===== config.mk =====
export PLATFORM = sky130hd
export DESIGN_NAME = alu_seq
export DESIGN_NICKNAME = d
export VERILOG_FILES = /design/src/rtl/alu_seq.sv
export SDC_FILE = /design/constraint.sdc
export NUM_CORES = 1
export LEC_CHECK = 0
export CORE_UTILIZATION = 45
export CTS_CLUSTER_DIAMETER = 30
export DETAILED_ROUTE_END_ITERATION = 8
export PLACE_DENSITY = 0.74
export SLEW_MARGIN = 20
export SYNTH_ARGS = -nofsm -noshare
export SYNTH_HDL_FRONTEND = slang
export SYNTH_SLANG_ARGS = --single-unit
export TNS_END_PERCENT = 30

===== constraint.sdc =====
create_clock -name clk -period 3.3 [get_ports clk]
set_input_delay 0.66 -clock clk [delete_from_list [all_inputs] [get_ports clk]]
set_output_delay 0.66 -clock clk [all_outputs]
set_load 0.005 [all_outputs]

===== src/rtl/alu_seq.sv =====
// alu_seq: registered multi-cycle ALU, one op per valid/ready handshake, result plus carry/zero/parity flags
// Ports: clk; reset_n (sync, active-low); in_valid/in_ready with alu_cmd, inA, inB, sc_i accept an op;
//        out_valid/out_ready return rslt, sc_o, zero, pari, illegal. Define ALU_MUL_EN to build the multiplier.
module alu_seq #(
  parameter int W = 8
) (
  input  logic         clk,
  input  logic         reset_n,
  input  logic         in_valid,
  output logic         in_ready,
  input  logic [2:0]   alu_cmd,
  input  logic [W-1:0] inA,
  input  logic [W-1:0] inB,
  input  logic         sc_i,
  output logic         out_valid,
  input  logic         out_ready,
  output logic [W-1:0] rslt,
  output logic         sc_o,
  output logic         zero,
  output logic         pari,
  output logic         illegal
);
  localparam int SH_W = $clog2(W);
  localparam int CW = $clog2(W + 1);
  localparam logic [2:0] ADD = 3'd0, SHL1 = 3'd1, SHR1 = 3'd2, NAND = 3'd3;
  localparam logic [2:0] SUB = 3'd4, SHLN = 3'd5, MUL = 3'd6, XOR = 3'd7;
  typedef enum logic [1:0] {IDLE, EXEC, DONE} state_t;
  state_t st;
  logic [W-1:0] a;
  logic [CW-1:0] cnt;
  logic [SH_W-1:0] n;
  logic [W:0] add_s, sub_s, s_cr, e_cr, f_cr;
  logic s_ill, iter, f_go, f_ill;
  assign n = inB[SH_W-1:0];
  assign in_ready = st == IDLE;
  assign add_s = {1'b0, inA} + {1'b0, inB} + {{W{1'b0}}, sc_i};
  assign sub_s = {1'b0, inA} + {1'b0, ~inB} + {{W{1'b0}}, sc_i};
`ifdef ALU_MUL_EN
  logic mul_r;
  logic [W-1:0] b;
  logic [2*W-1:0] mc, acc, acc_n;
  assign acc_n = acc + (b[0] ? mc : '0);
  assign iter = (alu_cmd == SHLN && n != '0) || alu_cmd == MUL;
  assign s_ill = 1'b0;
  assign e_cr = mul_r ? {|acc_n[2*W-1:W], acc_n[W-1:0]} : {a, 1'b0};
  always_ff @(posedge clk)
    if (in_ready) begin
      mul_r <= alu_cmd == MUL;
      b <= inB;
      mc <= {{W{1'b0}}, inA};
      acc <= '0;
    end else if (st == EXEC) begin
      b <= b >> 1;
      mc <= mc << 1;
      acc <= acc_n;
    end
`else
  assign iter = alu_cmd == SHLN && n != '0;
  assign s_ill = alu_cmd == MUL;
  assign e_cr = {a, 1'b0};
`endif
  // {carry, result} for every op that completes in the accept cycle
  always_comb begin
    s_cr = '0;
    case (alu_cmd)
      ADD:     s_cr = add_s;
      SHL1:    s_cr = {inA, sc_i};
      SHR1:    s_cr = {inA[0], sc_i, inA[W-1:1]};
      NAND:    s_cr = {1'b0, ~(inA & inB)};
      SUB:     s_cr = sub_s;
      SHLN:    s_cr = {1'b0, inA};
      XOR:     s_cr = {1'b0, inA ^ inB};
      default: s_cr = '0;
    endcase
  end
  // the last EXEC cycle writes its next-state value straight into the result registers
  assign f_go = (in_ready && in_valid && !iter) || (st == EXEC && cnt == CW'(1));
  assign f_cr = st == EXEC ? e_cr : s_cr;
  assign f_ill = st == EXEC ? 1'b0 : s_ill;
  always_ff @(posedge clk)
    if (in_ready) begin
      a <= inA;
      cnt <= alu_cmd == MUL ? CW'(W) : CW'(n);
    end else if (st == EXEC) begin
      a <= a << 1;
      cnt <= cnt - CW'(1);
    end
  always_ff @(posedge clk)
    if (!reset_n) begin
      st <= IDLE;
      out_valid <= 1'b0;
      rslt <= '0;
      sc_o <= 1'b0;
      zero <= 1'b1;
      pari <= 1'b0;
      illegal <= 1'b0;
    end else if (f_go) begin
      st <= DONE;
      out_valid <= 1'b1;
      {sc_o, rslt} <= f_cr;
      zero <= ~|f_cr[W-1:0];
      pari <= ^f_cr[W-1:0];
      illegal <= f_ill;
    end else if (in_ready && in_valid) st <= EXEC;
    else if (st == DONE && out_ready) begin
      st <= IDLE;
      out_valid <= 1'b0;
    end
endmodule


==> results.cfg <==
[die]
rows = 27
io_pins = 38
core_area_um2 = 5540
die_area_um2 = 6110
die-height_um = 78.2
dieWidth_um = 78.2
initial_core_util_pct = 47.2

[logic_synthesis]
synth_most_common_cell = nand2_1
async_reset_ff_share_pct = 0
syn_inst = 311
synth-xor-area-share_pct = 4.36
synthMuxAreaShare_pct = 8.14
synthSimpleGateAreaFrac_pct = 19.7
synth_top_area_share_pct = 13.8
yosysSeqAreaShare_pct = 25.3
synth_edf_count = 12
ys_types = 66
netlist_top_cells_area = edfxtp_1, dfxtp_1, ha_1, nand2_1, mux2i_1
synth-seq-cells = 27
synth_fp_nets = 361
synth_top_family_by_area = compound AO/OA/AOI/OAI gates
synth_ff_type = dfxtp_1
netlist_area_um2 = 2610
synthAdderAreaFrac_pct = 13.6
synth_common_cells = nand2_1, nor2_1, ha_1
synth_compound_area_share_pct = 22.2
synth-warning-count = 0
postSynthAreaPerCell_um2 = 8.40
yosys.area.top_type = edfxtp_1

[global_route]
grt_overflow = 0
grt_pass1_wl_um = 13200
grt_max_degree = 24
grt_usage_pct = 27.3
grt_pass1_vias = 2872
antenna_found_initial = 0

[run_status]
outcome = finished with violations
failed_checks = negative setup slack

[critical_path]
critical_path_class = in2reg
crit_arrival_ns = 3.49
critPathMaxFanout = 3
endpoint_kind = register
critPathLaunchType = primary input
crit_required_ns = 3.48

[place]
dp_slack_ns = -0.769
gp_congestion = 0.940
port_buffers = 37
hpwl_um = 5950
dpl.cell_count = 476

[route]
vias = 2795
drc = 0
wire_per_inst_um = 16.9
routed_wl_um = 8310
vias_per_cell = 5.68
antenna_left = 0
dr.pass1.iters = 4
drt_iter0_drc = 267

[power]
total_power_mw = 1.38
p_leak_nw = 1.69
power_density_nw_per_um2 = 359
peakVddDrop_mv = 0.344

[clocking]
clk_pin_slew_worst_paths_ns = 0.10
cts_hold_buf = 0
cts.path.max_buffers = 2
clock_latency_ns = 0.28
tritoncts = yes
cts_buffers = 3
cts.sinks = 27
cts_htree_levels = 1
cts-root-buf = clkbuf_8

[finish]
fill_cells = 436
drive_gt1_share_pct = 32.6
nets = 471
num_antenna_cells = 0
instances_no_fill = 492
final_core_util_pct = 69.4
area_delta_synth_final_pct = 47.3

[sta]
finalSetupViolations = 1
tns_ns = -0.0123
fin_skew_ns = 0.00774
slew_viol_final = 0
slew_headroom_pct = 50.0
rsz0062_at_grt = yes
setup_slack_ns = -0.0123
period_share_pct = 100
worstMarginPinSlew_ns = 0.747
final_hold_viol_count = 0
layout_min_cycle_time_ns = 3.31
max_freq_ghz = 0.302

[hold_path]
hp-class = reg2reg

[job]
drv_cap = 0
stage by stage:
stage	hold slack (ns)	area, um^2
2_1_floorplan	0.460	2620
3_3_place_gp	0.458	3550
3_5_place_dp	0.463	3550
4_1_cts	0.476	3770
5_1_grt	0.513	3850
6_report	0.474	3850
repair_timing:
item / in CTS / in global routing
setup endpoints to repair: 3 / 2
buffers inserted: 10 / 2
gates resized for setup: 51 / 16
pin swaps: 31 / 15
report_power, final:
group          switching (mW)  internal [mW]  leakage [nW]
clock                   0.110         0.0870        0.0228
combinational           0.341          0.385          1.42
sequential             0.0398          0.417         0.249
total                   0.491          0.889          1.69
logic make-up after synthesis:
| family | after synthesis |
|---|---|
| XOR/XNOR | 13 |
| AO/OA/AOI/OAI | 83 |
| multiplexers | 19 |
| AND/OR/NAND/NOR | 104 |
| adder cells (fa/ha/maj) | 26 |
| buffers and inverters | 39 |
| flip-flops | 27 |
final timing paths:
check / slack [ns] / from / end / depth (start not counted)
max: -0.01 / inA[0] / pari / 15
min: 0.47 / rslt[0] / rslt[0] / 2
max reg2reg: 0.74 / st[0] / pari / 9
min reg2reg: 0.47 / rslt[0] / rslt[0] / 2
routing by layer:
metal	share of wire, %	vias up	track usage [%]	routed length [um]
met5	0	-	0	0
met4	3.0	0	9.81	250
met3	5.9	27	4.88	494
li1	-	1347	-	-
met2	51	114	49.6	4200
met1	40	1307	32.0	3360
sequential cells by signal, summed over array words and instances, names as in the netlist:
signal	cells
a	8
cnt	4
illegal	1
out_valid	1
pari	1
rslt	8
sc_o	1
st	2
zero	1
cells in the final DEF (no fill, tap or decap), drive strengths merged, types with 5 or more instances in the layout:
master,n
a211oi,6
a21oi,14
and2,6
buf,90
clkbuf,5
clkdlybuf4s50,25
dfxtp,15
dlygate4sd2,6
edfxtp,12
ha,22
inv,19
mux2,8
mux2i,10
nand2,28
nand3,12
nor2,23
nor2b,5
nor3,7
o21ai,18
xnor2,7
xor2,6
critical path, stage by stage:
cell	delay, ns
buf_8	0.08
inv_4	0.03
buf_6	0.11
fa_2	0.39
fa_2	0.39
or2_1	0.24
a21oi_2	0.20
a21oi_2	0.10
and2_4	0.16
o32ai_4	0.33
ha_4	0.26
xnor2_2	0.13
xnor2_1	0.20
nand2_1	0.09
o211a_1	0.14
layout make-up:
cell class	count	area [um^2]	share of cell area, %
multi-input cells	245	1950	50.7
well taps	72	90.1	2.34
flip-flops and latches	27	661	17.2
repair buffers	124	1020	26.6
clock buffers	4	45.0	1.17
inverters	20	80.1	2.08
(Power assumes the default switching activity.)
